**src/rtl/crop_pkg.sv**
```systemverilog
// Shared types and default geometry for the crop bounding-box detector.
package crop_pkg;

  localparam int unsigned DATA_W_DEF   = 10;
  localparam int unsigned CNT_W_DEF    = 16;
  localparam int unsigned H_ACTIVE_DEF = 640;
  localparam int unsigned V_ACTIVE_DEF = 480;
  localparam int unsigned WIN_X0_DEF   = 160;
  localparam int unsigned WIN_X1_DEF   = 480;
  localparam int unsigned WIN_Y0_DEF   = 120;
  localparam int unsigned WIN_Y1_DEF   = 190;

  // Box fields are stored at the default coordinate width
  localparam int unsigned BBOX_W = CNT_W_DEF;

  typedef enum logic {
    WAIT_SOF = 1'b0,
    SCAN     = 1'b1
  } state_t;

  typedef struct packed {
    logic [BBOX_W-1:0] ystart;
    logic [BBOX_W-1:0] yend;
    logic [BBOX_W-1:0] xstart;
    logic [BBOX_W-1:0] xend;
    logic              found;
  } bbox_t;

  localparam bbox_t BBOX_CLEAR = '0;

endpackage

```
**src/rtl/crop_xy_counter.sv**
```systemverilog
// Raster position counter; resync restarts the count with the current pixel as (0,0).
module crop_xy_counter #(
  parameter int unsigned H_ACTIVE = 640,
  parameter int unsigned V_ACTIVE = 480,
  parameter int unsigned CNT_W    = 16
) (
  input  logic             iCLK,
  input  logic             iRST,
  input  logic             advance,
  input  logic             resync,
  output logic [CNT_W-1:0] x,
  output logic [CNT_W-1:0] y,
  output logic             frame_last
);

  logic [CNT_W-1:0] bx;
  logic [CNT_W-1:0] by;
  logic             line_last;

  // Effective position of the pixel being accepted this cycle
  always_comb begin
    bx         = resync ? '0 : x;
    by         = resync ? '0 : y;
    line_last  = (bx == CNT_W'(H_ACTIVE - 1));
    frame_last = line_last && (by == CNT_W'(V_ACTIVE - 1));
  end

  always_ff @(posedge iCLK) begin
    if (!iRST) begin
      x <= '0;
      y <= '0;
    end else if (advance) begin
      if (line_last) begin
        x <= '0;
        y <= frame_last ? '0 : by + CNT_W'(1);
      end else begin
        x <= bx + CNT_W'(1);
        y <= by;
      end
    end
  end

endmodule

```
**src/rtl/crop_bbox_detect.sv**
```systemverilog
// Tracks the bounding box of threshold-matching pixels inside a search window
// and publishes it once per frame with a one-cycle valid strobe.
module crop_bbox_detect
  import crop_pkg::*;
#(
  parameter int unsigned DATA_W      = DATA_W_DEF,
  parameter int unsigned CNT_W       = CNT_W_DEF,
  parameter int unsigned H_ACTIVE    = H_ACTIVE_DEF,
  parameter int unsigned V_ACTIVE    = V_ACTIVE_DEF,
  parameter int unsigned WIN_X0      = WIN_X0_DEF,
  parameter int unsigned WIN_X1      = WIN_X1_DEF,
  parameter int unsigned WIN_Y0      = WIN_Y0_DEF,
  parameter int unsigned WIN_Y1      = WIN_Y1_DEF,
  parameter bit          REQUIRE_SOF = 1'b1
) (
  input  logic              iCLK,
  input  logic              iRST,
  input  logic              iDVAL,
  input  logic              iSOF,
  input  logic [DATA_W-1:0] iDATA,
  input  logic [DATA_W-1:0] iTHRESH,
  input  logic              iPOL,
  output logic [CNT_W-1:0]  oYSTART,
  output logic [CNT_W-1:0]  oYEND,
  output logic [CNT_W-1:0]  oXSTART,
  output logic [CNT_W-1:0]  oXEND,
  output logic              oFOUND,
  output logic              oVALID,
  output logic              oSYNCED
);

  state_t           state;
  state_t           next_state;
  logic             sof_pix;
  logic             advance;
  logic             frame_last;
  logic             in_win;
  logic             hit;
  logic             match;
  logic [CNT_W-1:0] x;
  logic [CNT_W-1:0] y;
  logic [CNT_W-1:0] px;
  logic [CNT_W-1:0] py;
  bbox_t            acc;
  bbox_t            base;
  bbox_t            upd;
  bbox_t            pub;
  logic             valid;

  assign sof_pix = iDVAL & iSOF;

  crop_xy_counter #(
    .H_ACTIVE (H_ACTIVE),
    .V_ACTIVE (V_ACTIVE),
    .CNT_W    (CNT_W)
  ) u_xy (
    .iCLK       (iCLK),
    .iRST       (iRST),
    .advance    (advance),
    .resync     (sof_pix),
    .x          (x),
    .y          (y),
    .frame_last (frame_last)
  );

  always_ff @(posedge iCLK) begin
    if (!iRST) state <= REQUIRE_SOF ? WAIT_SOF : SCAN;
    else       state <= next_state;
  end

  // Pixels are only accepted once aligned; an SOF pixel aligns and is accepted
  always_comb begin
    next_state = state;
    advance    = 1'b0;
    case (state)
      WAIT_SOF: begin
        if (sof_pix) begin
          next_state = SCAN;
          advance    = 1'b1;
        end
      end
      SCAN:     advance = iDVAL;
      default:  next_state = state;
    endcase
  end

  // Match classification and accumulator update for the current pixel
  always_comb begin
    px     = sof_pix ? '0 : x;
    py     = sof_pix ? '0 : y;
    in_win = (px >= CNT_W'(WIN_X0)) && (px <= CNT_W'(WIN_X1)) &&
             (py >= CNT_W'(WIN_Y0)) && (py <= CNT_W'(WIN_Y1));
    hit    = iPOL ? (iDATA >= iTHRESH) : (iDATA <= iTHRESH);
    match  = in_win && hit;
    base   = sof_pix ? BBOX_CLEAR : acc;
    upd    = base;
    if (match) begin
      if (!base.found) begin
        upd.ystart = BBOX_W'(py);
        upd.yend   = BBOX_W'(py);
        upd.xstart = BBOX_W'(px);
        upd.xend   = BBOX_W'(px);
        upd.found  = 1'b1;
      end else begin
        upd.yend = BBOX_W'(py);
        if (BBOX_W'(px) < base.xstart) upd.xstart = BBOX_W'(px);
        if (BBOX_W'(px) > base.xend)   upd.xend   = BBOX_W'(px);
      end
    end
  end

  always_ff @(posedge iCLK) begin
    if (!iRST) begin
      acc   <= BBOX_CLEAR;
      pub   <= BBOX_CLEAR;
      valid <= 1'b0;
    end else begin
      valid <= 1'b0;
      if (advance) begin
        if (frame_last) begin
          pub   <= upd;
          valid <= 1'b1;
          acc   <= BBOX_CLEAR;
        end else begin
          acc <= upd;
        end
      end
    end
  end

  assign oYSTART = CNT_W'(pub.ystart);
  assign oYEND   = CNT_W'(pub.yend);
  assign oXSTART = CNT_W'(pub.xstart);
  assign oXEND   = CNT_W'(pub.xend);
  assign oFOUND  = pub.found;
  assign oVALID  = valid;
  assign oSYNCED = (state == SCAN);

endmodule

```
**config.mk**
```make
export PLATFORM = sky130hd
export DESIGN_NAME = crop_bbox_detect
export DESIGN_NICKNAME = d
export VERILOG_FILES = /design/src/rtl/crop_pkg.sv /design/src/rtl/crop_xy_counter.sv /design/src/rtl/crop_bbox_detect.sv
export SDC_FILE = /design/constraint.sdc
export NUM_CORES = 1
export LEC_CHECK = 0
export BUFFER_PORTS_ARGS = -buffer_cell sky130_fd_sc_hd__buf_2
export CELL_PAD_IN_SITES_DETAIL_PLACEMENT = 0
export CELL_PAD_IN_SITES_GLOBAL_PLACEMENT = 1
export CORE_ASPECT_RATIO = 1.2
export CORE_MARGIN = 5
export CORE_UTILIZATION = 45
export CTS_BUF_LIST = sky130_fd_sc_hd__clkbuf_16
export DETAILED_ROUTE_END_ITERATION = 16
export PLACE_DENSITY_LB_ADDON = 0.25
export SKIP_CTS_REPAIR_TIMING = 1
export SLEW_MARGIN = 0
export SYNTH_ARGS = -nofsm -noshare
export SYNTH_HDL_FRONTEND = slang
export SYNTH_SLANG_ARGS = --single-unit
export TNS_END_PERCENT = 1
```
**constraint.sdc**
```tcl
create_clock -name iCLK -period 4.4 [get_ports iCLK]
set_input_delay 0.22 -clock iCLK [delete_from_list [all_inputs] [get_ports iCLK]]
set_output_delay 0.22 -clock iCLK [all_outputs]
set_load 0.01 [all_outputs]
```
* Yosys cells after proc, flatten, opt, wreduce, memory -nomap -nowiden
Index checks and enable logic that the tools add are counted.
** Cells by class
- Equality and inequality tests :: 2
- Muxes and demuxes :: 17
- Order comparisons :: 8
- Add/subtract/negate cells :: 2
- Reduce and logical (&&, ||, !) cells :: 7
- Bitwise logic cells :: 2
** Operators with widths (number)
- 65-bit 2-to-1 mux :: 3
- 16-bit 2-to-1 mux :: 8
- 16-bit by 1-bit adder with 16-bit output, second input constant :: 2
- 32-bit 2-to-1 mux :: 1
- 16-bit by 10-bit equality test with 1-bit output, second input constant :: 1
- 16-bit by 9-bit equality test with 1-bit output, second input constant :: 1
- 16-bit by 7-bit greater-or-equal comparator with 1-bit output, second input constant :: 1
- 16-bit by 8-bit greater-or-equal comparator with 1-bit output, second input constant :: 1
- 16-bit greater-than comparator :: 1
- 16-bit by 8-bit <= comparator with 1-bit output, second input constant :: 1
- 16-bit by 9-bit <= comparator with 1-bit output, second input constant :: 1
- 16-bit < comparator :: 1
- 10-bit greater-or-equal comparator :: 1
- 10-bit <= comparator :: 1
- 1-bit logical AND :: 5
- 1-bit 2-to-1 mux :: 4
- 2-bit AND reduction :: 2
- 1-bit case mux with 2 select lines :: 1
- 1-bit bitwise AND :: 1
- 1-bit NOT :: 1
** Storage, ports and cells
- Input bits :: 25
- Logic and storage cells :: 52
- Register bits after elaboration :: 164

* Depth between registers and ports, before layout
Gate-level depths: netlist (run 1).
- Word-level depth :: 9
- Depth in mapped cells :: 16
- Gate-level depth less buffers :: 12

* Modules after synthesis
A second synthesis (run 1) with hierarchy kept.
** Second synthesis, totals
- Cell total of the unflattened synthesis :: 952
- Area, all modules :: 8154.1 um^2
** Modules (own cells, without submodules)
- crop_bbox_detect :: instances 1, cells an instance 678, sequential area each 2642.5 um^2, area each 6030.8 um^2
- crop_xy_counter :: instances 1, cells an instance 274, sequential area each 640.6 um^2, area each 2123.3 um^2

* Worst setup path before layout (run 1)
Ideal clock, no wire load.
- Path kind :: input port to flip-flop
- Start point :: input port iDVAL
- End point :: register acc[7] in the netlist's numbering
- Library setup time :: 0.117 ns
- Data required time :: 4.283 ns
- Path buffers :: 5
- Path slack :: 1.092 ns
- Data arrival time :: 3.191 ns
- Cell stages on the path :: 16
- Path through :: nand2_4 > buf_4 > clkbuf_1 > clkbuf_1 > clkbuf_1 > and2_1 > ha_1 > and4_1 > and2_1 > nand4_1 > o2111ai_1 > a311o_2 > nand2b_1 > a21oi_2 > buf_4 > a22o_1
** On the way
- Word-level cells in the longest chain between the ends :: 9
** RTL lines
- start: declaration :: line crop_bbox_detect.sv:18 : input logic iDVAL,
- 1-bit bitwise AND :: line crop_bbox_detect.sv:50 : assign sof_pix = iDVAL & iSOF;
- 16-bit 2-to-1 mux :: line crop_xy_counter.sv:22, crop_bbox_detect.sv:89
- 16-bit by 8-bit greater-or-equal comparator with 1-bit output or 16-bit by 9-bit <= comparator with 1-bit output (tied branches) :: line crop_bbox_detect.sv:91 : in_win = (px >= CNT_W'(WIN_X0)) && (px <= CNT_W'(WIN_X1)) &&
- 1-bit logical AND (2 in a row) :: line crop_bbox_detect.sv:91
- 1-bit logical AND :: line crop_bbox_detect.sv:92 : (py >= CNT_W'(WIN_Y0)) && (py <= CNT_W'(WIN_Y1));
- 1-bit logical AND :: line crop_bbox_detect.sv:94 : match = in_win && hit;
- 65-bit 2-to-1 mux :: line crop_bbox_detect.sv:97 : if (match) begin
- 65-bit 2-to-1 mux :: line crop_bbox_detect.sv:120 : if (frame_last) begin
- end signal: assignment :: line crop_bbox_detect.sv:125 : acc <= upd;
- end: declaration :: line crop_bbox_detect.sv:44 : bbox_t acc;
Parallel ways exist; a longest one is shown, timed or not.
A chain may end at the register's enable or synchronous reset.

* Worst setup path in the final report (run 1)
- Start point :: input port iDVAL
- End point :: register acc[5] in the netlist's numbering
The elaborated chain is that of the path after synthesis.

==> key figures, run 1 <==
Route
  – Drt initial violations: roughly 390
  – DR pass1 iterations: 5
  – Drt via density: 5.47
  – DR vias: ~6500
  – WL/cell: ~17 um
  – Post-route antenna net violation count: 0
  – DRC viols: 0
  – Routed Wire Length: between 15000 and 20000 um

Placed design
  – Placed cells: 1154
  – Area post-placement: 0.00841 mm2
  – Dpl ws: 0.799 ns
  – PortBufs: 91
  – Detailed placer's ending HPWL: 13900 um
  – Global placer's final weighted congestion: 0.863

Floorplan
  – FP Rows: 53
  – Die area: 0.0203 mm2
  – Die width: 131 um
  – I/O pins: 92
  – Placeable Area: about 0.017 mm2
  – Starting Density: 0.455
  – DIE HEIGHT: around 160 um

Clocking
  – Clock latency on the worst-skew pair: 0.43 ns
  – CTS tree: yes
  – Root buf cell: clkbuf_16
  – Clock transition at path regs: 0.06 ns
  – CTS max path bufs: 2
  – Clk sinks: 164
  – H-tree depth: 4
  – CTS buffer count: 17

Synth
  – Cell Area, Synth: ~0.0079 mm2
  – Syn Area/Cell: about 9 um2
  – Asr flop ratio synth: 0
  – Synthesized flop and latch total: 164
  – Largest area contributor in the netlist: dfxtp_1
  – Cells after Synth: 894
  – Netlist cell types: 75
  – Ranking of synthesized cells by area: dfxtp_1 (42%), nand2_1 (7.0%), ha_1 (6.0%)
  – Syn. warnings: 0
  – Syn nets: 957
  – Ys flop type: dfxtp_1
  – Number of flops mapped to enable cells by yosys: 0
  – Top-area cell type share of the netlist area: 0.416
  – Register area share after synthesis: 0.416

Worst setup path
  – Setup crit start kind: primary input
  – WP data arrival: 3.52 ns
  – CP Capture Type: flip-flop
  – Worst reg2reg setup slack: 1.26 ns
  – Required @ worst endpoint: approximately 4.8 ns
  – Critical path class: primary input to flip-flop
  – CP max FO: 50

Timing
  – Post-route setup TNS: 0 ns
  – Min Hold Slack: 0.351 ns
  – Setup ws final: 1.25 ns
  – Slew Limit Fails: 0
  – Final setup violation count: 0
  – Final period util: 0.715
  – Clk_skew: 0.00897 ns
  – Final hold violations: 0
  – Tmin final: around 3.1 ns
  – RSZ-0062 raised after global routing: no
  – Max Fclk: 318 MHz
  – Slew @ Worst Pin: about 0.71 ns
  – Relative slew slack: 0.522

Final layout
  – Share of layout cells above drive strength 1: 0.174
  – Most frequent cells in the layout: dfxtp_1 (164), nand2_1 (148), buf_2 (91)
  – # diodes: 0
  – Non-Filler Instances: 1186
  – Nets: 1016
  – Fin area: 0.00900 mm2
  – Area delta synth->final: 13.9%
  – Commonest non-fill, non-tap cell in the layout: dfxtp_1

Job
  – Max Cap Viol: 0

Power
  – Power per cell area: 346 mW/mm2
  – Peak VDD IR: approximately 0.24 mV
  – Static leakage: around 0.0038 uW

Global route
  – Grt ovf: 0
  – Initial antenna violation count: 0
  – GRT Util Overall: 0.200
  – Largest net degree at the start of global routing: 66
  – First-pass GRT wire length: 32500 um
  – Vias in the first global route: roughly 6300

Status
  – Outcome: finished, final reports clean

Min path
  – Hold Crit Class: primary input to flip-flop
cells in the mapped netlist, drive strengths merged, types with 28 or more instances:
cell type,n
a21oi,39
nor2,42
and2,33
nand2,153
a22o,30
ha,38
inv,28
buf,32
a21boi,36
dfxtp,164
clkbuf,28
o21ai,51
flip-flops by register name, indices dropped and copies added, names as in the netlist:
signal   cells
oXSTART     16
acc         65
oYSTART     16
oXEND       16
oYEND       16
oSYNCED      1
oVALID       1
oFOUND       1
u_xy.y      16
u_xy.x      16
critical path, stage by stage:
cell       delay (ns)
buf_2            0.15
nand2_4          0.41
nand2_1          0.21
inv_1            0.16
ha_1             0.26
a21oi_1          0.17
o21ai_0          0.11
a21o_1           0.19
a2111oi_2        0.42
a311o_2          0.43
nand2b_1         0.11
a21oi_2          0.44
a22o_1           0.23
layout make-up:
type | instances | area [um2]
clock inverters | 15 | 165
clock buffers | 17 | 425
fillers | 1749 | 8380
flip-flops and latches | 164 | 3280
well taps | 220 | 275
multi-input cells | 641 | 4220
inverters | 29 | 109
repair buffers | 100 | 523
logic make-up after synthesis:
| kind of cell | share of synthesized area |
|---|---|
| XOR/XNOR | 0.0166 |
| AND/OR/NAND/NOR | 0.231 |
| buffers and inverters | 0.0512 |
| multiplexers | 0.0282 |
| flip-flops | 0.416 |
| AO/OA/AOI/OAI | 0.196 |
| adder cells (fa/ha/maj) | 0.0615 |
metal layers:
layer,track usage,vias up,share of wire
met5,0,-,0
met4,0.0568,0,0.014
met3,0.0422,26,0.054
met2,0.322,149,0.46
met1,0.269,3040,0.47
li1,-,3269,-
worst paths after layout:
path         startpoint    endpoint  depth (start not counted)
max               iDVAL      acc[5]                         13
min                iRST    oYEND[4]                          2
max reg2reg   u_xy.x[9]      acc[5]                         11
min reg2reg  oYSTART[1]  oYSTART[1]                          2
where the power goes:
group / switching, uW / internal [uW] / leakage (uW)
registers: 4.08 / 1490 / 0.00132
logic: 92.1 / 40.7 / 0.00219
clock network: 609 / 885 / 0.000289
through the flow:
stage	util	power, uW
global placement	0.484	1660
global route	0.518	3240
finish	0.518	3120
floorplan	-	1620
detailed placement	0.484	1660
CTS	0.518	3150
No activity file was read; power rests on OpenSTA's default activity.
==> run 2, diff against run 1 <==
- ABC_AREA: unset -> 1
- CORE_UTILIZATION: 45 -> 38
- clock period: 4.4 -> 2.7 ns (I/O delays scaled with it)
==> key figures, run 2 <==
Min path
  – Hold Crit Class: primary input to flip-flop
  – Min-delay src: iDVAL
  – Hold endpoint: u_xy.x[0]
  – Hold Path Depth: 4

Power
  – Int Power: 3750 uW
  – P_sw: 1430 uW
  – Power per cell area: slightly below 500 mW/mm2
  – Switch share: 0.275
  – Comb power frac: 0.061
  – Clock Power Share: 0.470
  – Seq pwr share: 0.469
  – Static leakage: between 0.004 and 0.005 uW
  – Peak VDD IR: ~0.43 mV

Worst setup path
  – Slowest CP cell: dfxtp_1
  – Crit path buffers/inverters: 2
  – Crit-path cells: nand2_2, nor2_2, nand2_1, nor2_4, nand3_2, nor2_4, nand2_2, nor2_4, nand4_4, inv_2, buf_16, o21ai_0, a31oi_1
  – Worst reg2reg setup slack: 0.25 ns
  – WP data arrival: 2.80 ns
  – Top Family by Delay on Critical Path: simple AND/OR/NAND/NOR gates
  – RR Startpoint: u_xy.x[0]
  – CP max FO: 39
  – CP most frequent cell: nor2_4
  – Required @ worst endpoint: 3.05 ns
  – Setup crit start kind: flip-flop
  – CP Capture Type: flip-flop
  – R2r endpoint: oYEND[3]
  – Depth of the most critical reg-to-reg path: 13
  – Critical path class: flip-flop to flip-flop
  – Max stage delay on crit path: 0.43 ns

Clocking
  – Root buf cell: clkbuf_16
  – Clock latency on the worst-skew pair: 0.44 ns
  – CTS max path bufs: 2
  – Clk sinks: 164
  – Clock transition at path regs: 0.07 ns
  – CTS buffer count: 17
  – CTS tree: yes
  – H-tree depth: 4

Global route
  – Largest net degree at the start of global routing: 79
  – Grt ovf: 0
  – GRT Util Overall: 0.191
  – Initial antenna violation count: 0
  – Vias in the first global route: 8213
  – First-pass GRT wire length: 41400 um

Route
  – Post-route antenna net violation count: 0
  – DR vias: 8533
  – WL/cell: 14.7 um
  – DRC viols: 0
  – Routed Wire Length: between 20000 and 30000 um
  – Drt via density: 4.95
  – DR pass1 iterations: 5
  – Drt initial violations: 508

Final layout
  – # diodes: 0
  – Most frequent cells in the layout: nand2_1 (341), dfxtp_1 (164), nor2_1 (155)
  – Top reg by flops: acc
  – Share of layout cells above drive strength 1: 0.148
  – Nets: approximately 1500
  – Area delta synth->final: 16.7%
  – Max reg flops: 65
  – Non-Filler Instances: 1725
  – Commonest non-fill, non-tap cell in the layout: nand2_1
  – Layout Utilization: 0.450

Floorplan
  – Die area: about 0.027 mm2
  – DIE HEIGHT: 178 um
  – FP Rows: about 60
  – Starting Density: 0.385
  – I/O pins: 92
  – Die width: 150 um
  – Placeable Area: 0.0232 mm2

Timing
  – Final hold violations: 0
  – Tmin final: 2.45 ns
  – Final setup violation count: 0
  – Slew @ Worst Pin: ~0.80 ns
  – RSZ-0062 raised after global routing: no
  – Max Fclk: around 410 MHz
  – Relative slew slack: 0.466
  – Slew Limit Fails: 0
  – Clk_skew: between 0.01 and 0.015 ns
  – Setup ws final: 0.254 ns
  – Final period util: 0.906

Job
  – Max Cap Viol: 0

Placed design
  – Dpl ws: 0.0604 ns
  – Detailed placer's ending HPWL: 17100 um
  – Placed cells: 1692
  – Global placer's final weighted congestion: 0.866
  – PortBufs: 91

Synth
  – Ranking of synthesized cells by area: dfxtp_1 (37%), nand2_1 (14%), nor2_1 (6.5%)
  – Number of flops mapped to enable cells by yosys: 0
  – Ys flop type: dfxtp_1
  – Syn nets: 1381
  – Syn Area/Cell: 6.78 um2
  – Cell Area, Synth: 0.00894 mm2
  – Synthesized flop and latch total: 164
  – Syn. warnings: 0
  – Netlist cell types: 45
  – Asr flop ratio synth: 0
  – Most frequent cell after synthesis: nand2_1
  – Top cells by count, synth: nand2_1 (341), dfxtp_1 (164), nor2_1 (155)
  – Cells after Synth: 1318
  – Register area share after synthesis: 0.367
  – Largest area contributor in the netlist: dfxtp_1
  – Top-area cell type share of the netlist area: 0.367

Status
  – Outcome: finished, final reports clean
[run 2: cell types whose count changed in the layout (fill, tap and decap cells not counted), moves of 14 or more]
cell and delta:
nor2_1 +117, buf_4 +21, nand3_1 +67, o21a_1 +14, o21ai_0 +45, nand2_1 +193, a21oi_1 +71, a22o_1 -30
mux2i_1 -20, and2_1 -33, inv_1 +98, and3_1 -23, a21boi_1 -29
[run 2: kinds of logic (layout without fill, tap and decap cells)]
kind of cell,Yosys count,in the layout,share of synthesized area
simple gates,637,637,0.305
compound gates,263,263,0.165
buf+inv,205,297,0.0988
flops,164,164,0.367
fa+ha+maj,38,38,0.0532
xor+xnor,11,11,0.0108
[run 2: worst max-delay path by stage]
stage	startpoint	end	cells after the start
CTS	u_xy.x[0]	oYEND[3]	13
global route	u_xy.x[6]	acc[16]	14
finish	u_xy.x[0]	oYEND[3]	13
global placement	iDVAL	oXSTART[0]	16
detailed placement	iTHRESH[9]	oXEND[15]	17
floorplan	iDVAL	oXSTART[8]	19
[run 2: final cells by class]
cell class	instances	area, um2
fill	2464	12800
multi-input combinational	949	4790
sequential	164	3280
timing repair buffer	130	873
inverter	135	508
clock buffer	17	425
tap	315	394
clock inverter	15	164
[run 2: tightest hold or removal path, stage by stage]
cell and delay (ns):
buf_2 0.11, nand2_1 0.16, nand2_1 0.11, a21oi_1 0.05
[run 2: routing by layer]
metal / vias to the layer above / track usage / wire length (um)
li1: 4427 / - / -
met1: 3942 / 0.252 / 12300
met2: 136 / 0.323 / 11800
met3: 28 / 0.0348 / 871
met4: 0 / 0.0488 / 363
met5: - / 0 / 0
[run 2: power groups by stage]
stage	sequential [uW]	combinational (uW)	clock (uW)
finish	2430	317	2430
global route	2430	352	2620
CTS	2430	322	2500
detailed placement	2480	321	0
global placement	2480	320	0
floorplan	2480	203	0
[run 2: through the flow]
step | power [uW] | cell area, um2 | setup TNS, ns | hold slack [ns]
floorplan | 2690 | 8940 | -0.127 | 0.386
global placement | 2810 | 9810 | 0 | 0.452
detailed placement | 2810 | 9810 | 0 | 0.455
CTS | 5250 | 10400 | 0 | 0.177
global route | 5400 | 10400 | 0 | 0.234
finish | 5180 | 10400 | 0 | 0.188
==> run 3, diff against run 2 <==
- GPL_TIMING_DRIVEN: unset -> 0
==> key figures, run 3 (synthesis gave the netlist of run 2 again) <==
Job
  – Max Cap Viol: 0

Power
  – Power per cell area: 496 mW/mm2
  – Static leakage: about 0.005 uW
  – Peak VDD IR: roughly 0.46 mV

Worst setup path
  – CP Capture Type: flip-flop
  – Critical path class: flip-flop to flip-flop
  – WP data arrival: 2.90 ns
  – Required @ worst endpoint: 3.02 ns
  – Depth of the most critical reg-to-reg path: 13
  – Setup crit start kind: flip-flop
  – CP max FO: 10

Route
  – Routed Wire Length: 29200 um
  – Drt via density: 4.99
  – DR pass1 iterations: 5
  – DR vias: 8796
  – Post-route antenna net violation count: 0
  – Drt initial violations: 530
  – DRC viols: 0
  – WL/cell: between 15 and 20 um

Global route
  – Largest net degree at the start of global routing: 19
  – First-pass GRT wire length: 46000 um
  – Vias in the first global route: 8370
  – GRT Util Overall: 0.223
  – Initial antenna violation count: 0
  – Grt ovf: 0

Timing
  – Final setup violation count: 0
  – RSZ-0062 raised after global routing: yes
  – Clk_skew: 0.0130 ns
  – Slew @ Worst Pin: 0.777 ns
  – Tmin final: 2.58 ns
  – Max Fclk: 387 MHz
  – Slew Limit Fails: 0
  – Relative slew slack: 0.482
  – Post-route setup TNS: 0 ns
  – Setup ws final: 0.118 ns
  – Final hold violations: 0
  – Final period util: 0.956

Final layout
  – Share of layout cells above drive strength 1: 0.152
  – Nets: 1498
  – Top reg by flops: acc
  – Commonest non-fill, non-tap cell in the layout: nand2_1
  – Area delta synth->final: 18.2%
  – Filler instances: 2523
  – Most frequent cells in the layout: nand2_1 (339), dfxtp_1 (164), nor2_1 (153)
  – # diodes: 0
  – Fin area: 0.0106 mm2
  – Layout Utilization: 0.455
  – Max reg flops: 65

Clocking
  – CTS buffer count: 17
  – Clock latency on the worst-skew pair: 0.44 ns
  – H-tree depth: 4
  – Root buf cell: clkbuf_16
  – CTS tree: yes
  – CTS max path bufs: 2
  – Clock transition at path regs: 0.07 ns
  – Clk sinks: roughly 160

Floorplan
  – I/O pins: between 90 and 100
  – Starting Density: 0.385
  – FP Rows: 61
  – Placeable Area: ~0.023 mm2
  – Die width: between 150 and 200 um
  – Die area: 0.0267 mm2
  – DIE HEIGHT: 178 um

Placed design
  – Dpl ws: -1.38 ns
  – Global placer's final weighted congestion: 0.900
  – PortBufs: 90
  – Area post-placement: 0.00979 mm2
  – Detailed placer's ending HPWL: approximately 22000 um

Min path
  – Hold Crit Class: primary input to flip-flop
  – Hold Path Depth: 5

Status
  – Outcome: finished, final reports clean
[run 3: routing by layer]
layer,track usage,vias to the layer above,share of wire
met3,0.0381,51,0.047
met4,0.0854,0,0.028
met2,0.377,209,0.48
met5,0,-,0
li1,-,4494,-
met1,0.284,4042,0.45
[run 3: critical path, stage by stage (launching register included)]
cell and delay, ns:
dfxtp_1 0.42, nand2_2 0.11, nor2_2 0.13, nand2_1 0.12, nor2_4 0.18, nand3_4 0.13, nor2_4 0.18, nand2_2 0.09
nor2_4 0.17, nand4_4 0.21, inv_2 0.17, buf_6 0.19, clkbuf_4 0.24, a31oi_1 0.10
[run 3: power by group]
group	switching, uW	total, uW	internal, uW
registers	6.00	2430	2420
logic	267	363	95.6
clock network	1210	2450	1240
[run 3: worst paths after layout]
check	start	to	slack, ns
max reg2reg	u_xy.x[0]	oYEND[3]	0.12
min	iSOF	u_xy.x[0]	0.18
max	u_xy.x[0]	oYEND[3]	0.12
min reg2reg	acc[24]	acc[24]	0.47
[run 3: final cells by class]
class                      count  area, um2  area share
clock buffer                  17        425      0.0403
timing repair buffer          98        510      0.0483
clock inverter                15        156      0.0148
multi-input combinational    949       4830       0.457
sequential                   164       3280       0.311
inverter                     135        510      0.0483
buffer                        70        452      0.0428
tap                          315        394      0.0373
[run 3: metrics by stage]
| step | hold slack (ns) | total power, uW | std cells |
|---|---|---|---|
| 2_1_floorplan | 0.386 | 2690 | 1318 |
| 3_3_place_gp | 0.451 | 2830 | 1723 |
| 3_5_place_dp | 0.455 | 2830 | 1723 |
| 4_1_cts | 0.178 | 5260 | 1755 |
| 5_1_grt | 0.195 | 5430 | 1763 |
| 6_report | 0.176 | 5240 | 1763 |
